**src/rtl/axilite_rtl_pkg.sv**
```systemverilog
// Shared AXI-Lite response codes and channel state encodings for the register file.
package axilite_rtl_pkg;

  localparam int AXIL_RESP_WIDTH = 2;
  localparam logic [AXIL_RESP_WIDTH-1:0] AXIL_RESP_OKAY   = 2'b00;
  localparam logic [AXIL_RESP_WIDTH-1:0] AXIL_RESP_SLVERR = 2'b10;

  typedef enum logic [1:0] {WR_IDLE, WR_COMMIT, WR_RESP} wr_state_t;
  typedef enum logic {RD_IDLE, RD_RESP} rd_state_t;

endpackage

```
**src/rtl/axilite_addr_decode.sv**
```systemverilog
// Byte address to register index, with a flag saying whether the index names a real register.
module axilite_addr_decode #(
  parameter int ADDR_WIDTH = 12,
  parameter int DATA_WIDTH = 32,
  parameter int NUM_REGS = 16,
  localparam int OFFS = $clog2(DATA_WIDTH / 8),
  localparam int IDX_W = ADDR_WIDTH - OFFS
) (
  input  logic [ADDR_WIDTH-1:0] addr,
  output logic [IDX_W-1:0]      index,
  output logic                  in_range
);

  // Byte-offset bits inside a register are intentionally ignored.
  logic unused_offset;

  assign index         = addr[ADDR_WIDTH-1:OFFS];
  assign unused_offset = ^addr[OFFS-1:0];
  assign in_range      = {1'b0, index} < (IDX_W + 1)'(NUM_REGS);

endmodule

```
**src/rtl/axilite_regfile.sv**
```systemverilog
// AXI-Lite slave register bank with byte strobes, bus read-only masking and a hardware update port.
module axilite_regfile
  import axilite_rtl_pkg::*;
#(
  parameter int ADDR_WIDTH = 12,
  parameter int DATA_WIDTH = 32,
  parameter int NUM_REGS = 16,
  parameter logic [NUM_REGS-1:0] RO_MASK = '0
) (
  input  logic                           clk,
  input  logic                           rst_n,
  input  logic [ADDR_WIDTH-1:0]          s_awaddr,
  input  logic                           s_awvalid,
  output logic                           s_awready,
  input  logic [DATA_WIDTH-1:0]          s_wdata,
  input  logic [DATA_WIDTH/8-1:0]        s_wstrb,
  input  logic                           s_wvalid,
  output logic                           s_wready,
  output logic [AXIL_RESP_WIDTH-1:0]     s_bresp,
  output logic                           s_bvalid,
  input  logic                           s_bready,
  input  logic [ADDR_WIDTH-1:0]          s_araddr,
  input  logic                           s_arvalid,
  output logic                           s_arready,
  output logic [DATA_WIDTH-1:0]          s_rdata,
  output logic [AXIL_RESP_WIDTH-1:0]     s_rresp,
  output logic                           s_rvalid,
  input  logic                           s_rready,
  output logic [NUM_REGS*DATA_WIDTH-1:0] reg_q,
  input  logic [NUM_REGS-1:0]            hw_we,
  input  logic [NUM_REGS*DATA_WIDTH-1:0] hw_d,
  output logic [NUM_REGS-1:0]            wr_pulse
);

  localparam int STRB_W = DATA_WIDTH / 8;
  localparam int OFFS   = $clog2(STRB_W);
  localparam int IDX_W  = ADDR_WIDTH - OFFS;

  wr_state_t wr_state, wr_next;
  rd_state_t rd_state, rd_next;

  logic                       aw_held, w_held;
  logic [ADDR_WIDTH-1:0]      awaddr_q;
  logic [DATA_WIDTH-1:0]      wdata_q;
  logic [STRB_W-1:0]          wstrb_q;
  logic [AXIL_RESP_WIDTH-1:0] bresp_q, rresp_q;
  logic [DATA_WIDTH-1:0]      rdata_q;
  logic [DATA_WIDTH-1:0]      regs [NUM_REGS];

  logic [IDX_W-1:0] wr_idx, rd_idx;
  logic             wr_in_range, rd_in_range;
  logic             wr_ro, wr_ok, commit;
  logic [DATA_WIDTH-1:0] rd_val;
  logic             aw_hs, w_hs, ar_hs;

  axilite_addr_decode #(
    .ADDR_WIDTH(ADDR_WIDTH), .DATA_WIDTH(DATA_WIDTH), .NUM_REGS(NUM_REGS)
  ) u_wr_decode (
    .addr(awaddr_q), .index(wr_idx), .in_range(wr_in_range)
  );

  axilite_addr_decode #(
    .ADDR_WIDTH(ADDR_WIDTH), .DATA_WIDTH(DATA_WIDTH), .NUM_REGS(NUM_REGS)
  ) u_rd_decode (
    .addr(s_araddr), .index(rd_idx), .in_range(rd_in_range)
  );

  // Readies come only from held-beat flags and state, never from the valids.
  assign s_awready = (wr_state == WR_IDLE) && !aw_held;
  assign s_wready  = (wr_state == WR_IDLE) && !w_held;
  assign s_bvalid  = (wr_state == WR_RESP);
  assign s_bresp   = bresp_q;
  assign s_arready = (rd_state == RD_IDLE);
  assign s_rvalid  = (rd_state == RD_RESP);
  assign s_rdata   = rdata_q;
  assign s_rresp   = rresp_q;

  assign aw_hs = s_awvalid && s_awready;
  assign w_hs  = s_wvalid && s_wready;
  assign ar_hs = s_arvalid && s_arready;

  always_comb begin
    wr_ro  = 1'b0;
    rd_val = '0;
    for (int i = 0; i < NUM_REGS; i++) begin
      if (wr_idx == IDX_W'(i)) wr_ro = RO_MASK[i];
      if (rd_idx == IDX_W'(i)) rd_val = regs[i];
    end
  end

  assign wr_ok  = wr_in_range && !wr_ro;
  assign commit = (wr_state == WR_COMMIT) && wr_ok;

  always_comb begin
    wr_pulse = '0;
    for (int i = 0; i < NUM_REGS; i++) begin
      if (commit && (wr_idx == IDX_W'(i))) wr_pulse[i] = 1'b1;
    end
  end

  always_comb begin
    wr_next = wr_state;
    case (wr_state)
      WR_IDLE:   if ((aw_held || aw_hs) && (w_held || w_hs)) wr_next = WR_COMMIT;
      WR_COMMIT: wr_next = WR_RESP;
      WR_RESP:   if (s_bready) wr_next = WR_IDLE;
      default:   wr_next = WR_IDLE;
    endcase
  end

  always_ff @(posedge clk) begin
    if (!rst_n) begin
      wr_state <= WR_IDLE;
      aw_held  <= 1'b0;
      w_held   <= 1'b0;
      awaddr_q <= '0;
      wdata_q  <= '0;
      wstrb_q  <= '0;
      bresp_q  <= AXIL_RESP_OKAY;
    end else begin
      wr_state <= wr_next;
      if (aw_hs) begin
        aw_held  <= 1'b1;
        awaddr_q <= s_awaddr;
      end
      if (w_hs) begin
        w_held  <= 1'b1;
        wdata_q <= s_wdata;
        wstrb_q <= s_wstrb;
      end
      if (wr_state == WR_COMMIT) begin
        aw_held <= 1'b0;
        w_held  <= 1'b0;
        bresp_q <= wr_ok ? AXIL_RESP_OKAY : AXIL_RESP_SLVERR;
      end
    end
  end

  // Strobed bus bytes beat the hardware port; unstrobed bytes still take hw_d.
  always_ff @(posedge clk) begin
    if (!rst_n) begin
      for (int i = 0; i < NUM_REGS; i++) regs[i] <= '0;
    end else begin
      for (int i = 0; i < NUM_REGS; i++) begin
        for (int b = 0; b < STRB_W; b++) begin
          if (wr_pulse[i] && wstrb_q[b])
            regs[i][b*8 +: 8] <= wdata_q[b*8 +: 8];
          else if (hw_we[i])
            regs[i][b*8 +: 8] <= hw_d[i*DATA_WIDTH + b*8 +: 8];
        end
      end
    end
  end

  always_comb begin
    rd_next = rd_state;
    case (rd_state)
      RD_IDLE: if (s_arvalid) rd_next = RD_RESP;
      RD_RESP: if (s_rready) rd_next = RD_IDLE;
      default: rd_next = RD_IDLE;
    endcase
  end

  always_ff @(posedge clk) begin
    if (!rst_n) begin
      rd_state <= RD_IDLE;
      rdata_q  <= '0;
      rresp_q  <= AXIL_RESP_OKAY;
    end else begin
      rd_state <= rd_next;
      if (ar_hs) begin
        rdata_q <= rd_in_range ? rd_val : '0;
        rresp_q <= rd_in_range ? AXIL_RESP_OKAY : AXIL_RESP_SLVERR;
      end
    end
  end

  for (genvar i = 0; i < NUM_REGS; i++) begin : g_reg_q
    assign reg_q[i*DATA_WIDTH +: DATA_WIDTH] = regs[i];
  end

endmodule
```
**config.mk**
```make
export PLATFORM = sky130hd
export DESIGN_NAME = axilite_regfile
export DESIGN_NICKNAME = d
export VERILOG_FILES = /design/src/rtl/axilite_rtl_pkg.sv /design/src/rtl/axilite_addr_decode.sv /design/src/rtl/axilite_regfile.sv
export SDC_FILE = /design/constraint.sdc
export NUM_CORES = 1
export LEC_CHECK = 0
export BUFFER_PORTS_ARGS = -buffer_cell sky130_fd_sc_hd__buf_2
export CAP_MARGIN = 10
export CORE_AREA = 5 5 448 450
export DETAILED_ROUTE_END_ITERATION = 8
export DIE_AREA = 0 0 453 455
export PLACE_DENSITY = 0.38
export SLEW_MARGIN = 25
export SYNTH_ARGS = -nofsm -noshare
export SYNTH_HDL_FRONTEND = slang
export SYNTH_HIERARCHICAL = 1
export SYNTH_SLANG_ARGS = --single-unit
```
**constraint.sdc**
```tcl
create_clock -name clk -period 5.8 [get_ports clk]
set_input_delay 0.87 -clock clk [delete_from_list [all_inputs] [get_ports clk]]
set_output_delay 0.87 -clock clk [all_outputs]
set_load 0.02 [all_outputs]
```
## Word level (Yosys, flattened, before mapping)

Memory sizes are Yosys's and may differ from the RTL's.
Cells that the tools add are included.
Widths: inputs -> output; s select.

- Mux-type cells: 570
- Reductions and logical operators: 96
- Equal/unequal tests: 34
- $lt $le $gt $ge: 2
- Bitwise gates (word level): 130

Operators by type and width:

| kind | number |
|---|---|
| $mux 8 | 128 |
| $mux 32 | 17 |
| $mux 1 | 419 |
| $eq 10x4->1 const B | 16 |
| $or 1x1->1 | 128 |
| $logic_and 1x1->1 | 87 |
| $eq 10x3->1 const B | 8 |
| $eq 10x2->1 const B | 4 |
| $eq 10x1->1 const B | 2 |
| $logic_not 10->1 | 2 |
| $lt 10x5->1 const B | 2 |
| $mux 2 | 4 |
| $pmux 2 s3 | 1 |
| $ne 2x1->1 const B | 2 |
| $eq 2x1->1 const B | 1 |
| $eq 2x2->1 const B | 1 |
| $logic_not 1->1 | 2 |
| $logic_not 2->1 | 1 |
| $logic_or 1x1->1 | 2 |
| $not 1->1 | 2 |
| $pmux 1 s2 | 1 |
| $reduce_and 2->1 | 1 |
| $reduce_or 2->1 | 1 |

- Flip-flop bits (word level): 89
- Input bits: 595
- Memories: 1
- Bits in writable memories: 512
- Output and inout port bits: 569
- Logic and storage cells: 843

Memory list:

| name | words | bits a word | rd ports | clocked after Yosys merged registers in | write ports | line | RTL |
|---|---|---|---|---|---|---|---|
| regs | 16 | 32 | 16 | 0 | 16 | axilite_regfile.sv:48 | `logic [DATA_WIDTH-1:0] regs [NUM_REGS];` |

## Logic depth before layout (Yosys ltp)

- Depth after elaboration: 18
- Depth in mapped cells: 11

## By module

Netlist, hierarchy kept.

Modules (own cells, without submodules):

| module | times used | area each (µm²) | cells an instance |
|---|---|---|---|
| axilite_regfile | 1 | 32,702.6 | 3,266 |
| axilite_addr_decode | 2 | 92.6 | 12 |

## Worst setup path before layout

OpenSTA, ideal clock, no wires.

- Path type: register -> output
- From: register awaddr_q[9]
- To: output wr_pulse[12]
- Required time: 4.930 ns
- Data arrival time: 2.418 ns
- Slack: 2.512 ns
- Path buffers: 0
- Cell stages (with the launch flop): 7
- Path through: dfxtp_1 > or4_1 > nor3_2 > nor4b_1 > and3_1 > nand3_1 > nor3_2

- Word-level cells in the longest chain between the ends: 4
- Elaborated cells on any way between the ends: 5
- Classes of those cells: order compare (1); eq/ne (1); mux (1); reduce/logical (2)

Ends and longest elaborated chain:

| item | line | RTL |
|---|---|---|
| start: declaration | axilite_regfile.sv:43 | `logic [ADDR_WIDTH-1:0] awaddr_q;` |
| start signal: assignment | axilite_regfile.sv:124 | `awaddr_q <= s_awaddr;` |
| $lt 10x5->1 | axilite_addr_decode.sv:19 | `assign in_range = {1'b0, index} < (IDX_W + 1)'(NUM_REGS);` |
| net wr_in_range | axilite_regfile.sv:51 | `logic wr_in_range, rd_in_range;` |
| $logic_and 1x1->1 | axilite_regfile.sv:92 | `assign commit = (wr_state == WR_COMMIT) && wr_ok;` |
| $logic_and 1x1->1 | axilite_regfile.sv:97 | `if (commit && (wr_idx == IDX_W'(i))) wr_pulse[i] = 1'b1;` |
| $mux 1 | axilite_regfile.sv:97 |  |
| end: declaration | axilite_regfile.sv:32 | `output logic [NUM_REGS-1:0] wr_pulse` |

The timed path passes the listed nets, and every way through them passes these cells.

## Worst setup path in the final report

Same ends and word-level chain as after synthesis.

==> results.md <==
- Number of standard-cell rows in the floorplan: about 160
- Setup skew after layout: between 40 and 50 ps
- Launching point of the worst reg2reg path: awaddr_q[9]
- Layout fillers: about 22,000
- Max_cap viols: 0
- Hold crit path type: in -> reg
- Max transition margin: 0.209
- Required arrival time at the worst endpoint: just under 5000 ps
- Number of nets still failing antenna checks after routing: 0
- HPWL reported at the end of detailed placement: 216 mm
- Critical Path Start Type: flop
- Global-route wire length before repair: 334 mm
- Total number of nets in the final design: between 4,000 and 5,000
- Clock Path Buffers: 3
- Clock root buffer master: sky130_fd_sc_hd__clkbuf_16
- Cells on worst reg2reg path: 9
- Final GP Congestion: a little over 0.9
- Core region area: roughly 200,000 µm²
- Sort of element at the end of the critical path: output pin
- Via count of the first global-routing pass: 32,752
- Register area: between 15,000 and 20,000 µm²
- Endpoint with the worst hold slack: wdata_q[8]
- Worst-path clk slew: 60 ps
- # IOs: ~1,200
- Antenna violations before repair: 72
- Final setup TNS: 0 ps
- Effective utilization at floorplan: 0.167
- Leading cell types in the layout, fill and taps excluded: 1,154 x sky130_fd_sc_hd__buf_2, 653 x sky130_fd_sc_hd__nand2_1, 512 x sky130_fd_sc_hd__edfxtp_1
- Count of input and output buffers: approximately 1,200
- Syn Area/Cell: between 9 and 10 µm²
- Post-CTS sizing: 0
- Total global routing track utilization: 0.245
- Min setup slack post-route: ~780 ps
- Die outline width: around 450 µm
- Static leakage: about 0.018 µW
- Drt first pass iters: 8
- CP Cell Sequence: or4_1 > nor3_2 > nor4b_1 > and3_1 > nand3_1 > nor3_2 > buf_2
- Final core utilization: 0.227
- Commonest non-fill, non-tap cell in the layout: sky130_fd_sc_hd__buf_2
- Final clock period utilization by the worst path: 0.866
- Power density normalized to cell area: 287 nW/µm²
- Number of cells traversed by the worst hold path: 3
- Die Height: 455 µm
- CP max-delay cell: sky130_fd_sc_hd__nor3_2
- FMAX: 0.199 GHz
- CTS Hold Bufs: 0
- Per-cell via count in the routed design: 4.71
- Final Total Pwr: approximately 13,000 µW
- Transition at the pin with the smallest max-transition slack: around 1200 ps
- DIE AREA: around 210,000 µm²
- Detailed Route Iter0 Violations: between 3,000 and 4,000
- Largest net degree at the start of global routing: 156
- Post-CTS setup buffer count: 0
- Drt drc: 0
- Worst path most repeated cell: sky130_fd_sc_hd__nor3_2
- Worst-path fanout max: 5
- Total Routed Length: about 270 mm
- Cells after Synth: about 3,300
- Min Hold Slack: about 380 ps
- Setup-failing EPs final: 0
- Area used by multi-input combinational logic: 14,600 µm²
- Worst skew pair latency: between 700 and 800 ps
- Total gr overflow: 0
- TritonCTS clock tree: built
- Setup repair after global routing missed its margin: no
- Cell area after technology mapping: approximately 33,000 µm²
- Final number of max-transition violations: 0
- Setup Crit Path Kind: reg -> out
- Number of hold violations in the final report: 0
- Yosys warns: 6
- Startpoint of the worst hold path: s_wdata[8]
- RR Endpoint: regs[1][152]
- Result of the run: finished, final reports clean
- Reg-to-reg slack, setup: 1410 ps
- Pre-CTS setup slack: roughly 1400 ps
- Highest cell delay on the worst timing path: between 800 and 900 ps
- Via count: 33,377
- Number of sinks on the clock net: 597
- Synthesis-to-layout area growth: 35.7%
- Share of post-route cells with drive strength above 1: 0.380
- Worst vdd ir: ~0.22 mV
- Shortest clock period the worst path allows after layout: 5020 ps
- CTS H-tree depth: 3
- Data arrival, critical path: 4150 ps
- Routed wire per std cell: 37.4 µm
- Number of buffers created by CTS: 84
-- routing by layer --
layer | GRT usage | share of wire | wire length [µm]
met1 | 0.292 | 0.39 | 103000
met2 | 0.431 | 0.50 | 133000
met3 | 0.0470 | 0.067 | 17900
met4 | 0.0988 | 0.045 | 11900
met5 | 0 | 0.00053 | 141
-- state kept, by name (all words and copies together), names as in the netlist --
name	count
aw_held	1
awaddr_q	10
regs	512
s_bresp	1
s_rdata	32
s_rresp	1
s_rvalid	1
w_held	1
wdata_q	32
wr_state	2
wstrb_q	4
-- critical path, delay by kind of cell, from the launching register on --
| kind | cells | cell delay, ps |
|---|---|---|
| buf+inv | 1 | 310 |
| simple gates | 6 | 2820 |
| flops | 1 | 310 |
-- report_power, final --
part / switching [µW] / internal (µW) / total, µW
Combinational: 1400 / 629 / 2030
Sequential: 395 / 4990 / 5390
Clock: 2280 / 3080 / 5370
Total: 4080 / 8710 / 12800
-- through the flow --
stage               cell area [µm²]  instances
finish                        44500       7087
global route                  44500       7068
CTS                           44400       7048
detailed placement            41700       6893
global placement              41700       6893
floorplan                     32800       3283
-- worst max-delay path by stage --
| stage | from | to | slack (ps) | depth (start not counted) |
|---|---|---|---|---|
| after floorplan | awaddr_q[9] | wr_pulse[12] | 2510 | 6 |
| after detailed placement | s_araddr[4] | s_rdata[14] | 1430 | 8 |
| after global routing | awaddr_q[9] | wr_pulse[12] | 690 | 7 |
| after global placement | s_araddr[4] | s_rdata[14] | 1420 | 8 |
| after CTS | awaddr_q[9] | wr_pulse[13] | 760 | 7 |
| final | awaddr_q[9] | wr_pulse[12] | 780 | 7 |
-- area by class of cell --
| class | instances | share of cell area |
|---|---|---|
| multi-input combinational | 2381 | 0.328 |
| antenna | 39 | 0.00219 |
| clock buffer | 105 | 0.0508 |
| inverter | 5 | 0.000421 |
| tap | 2640 | 0.0742 |
| timing repair buffer | 1270 | 0.150 |
| clock inverter | 50 | 0.0104 |
| sequential | 597 | 0.383 |
(Power assumes the default switching activity.)
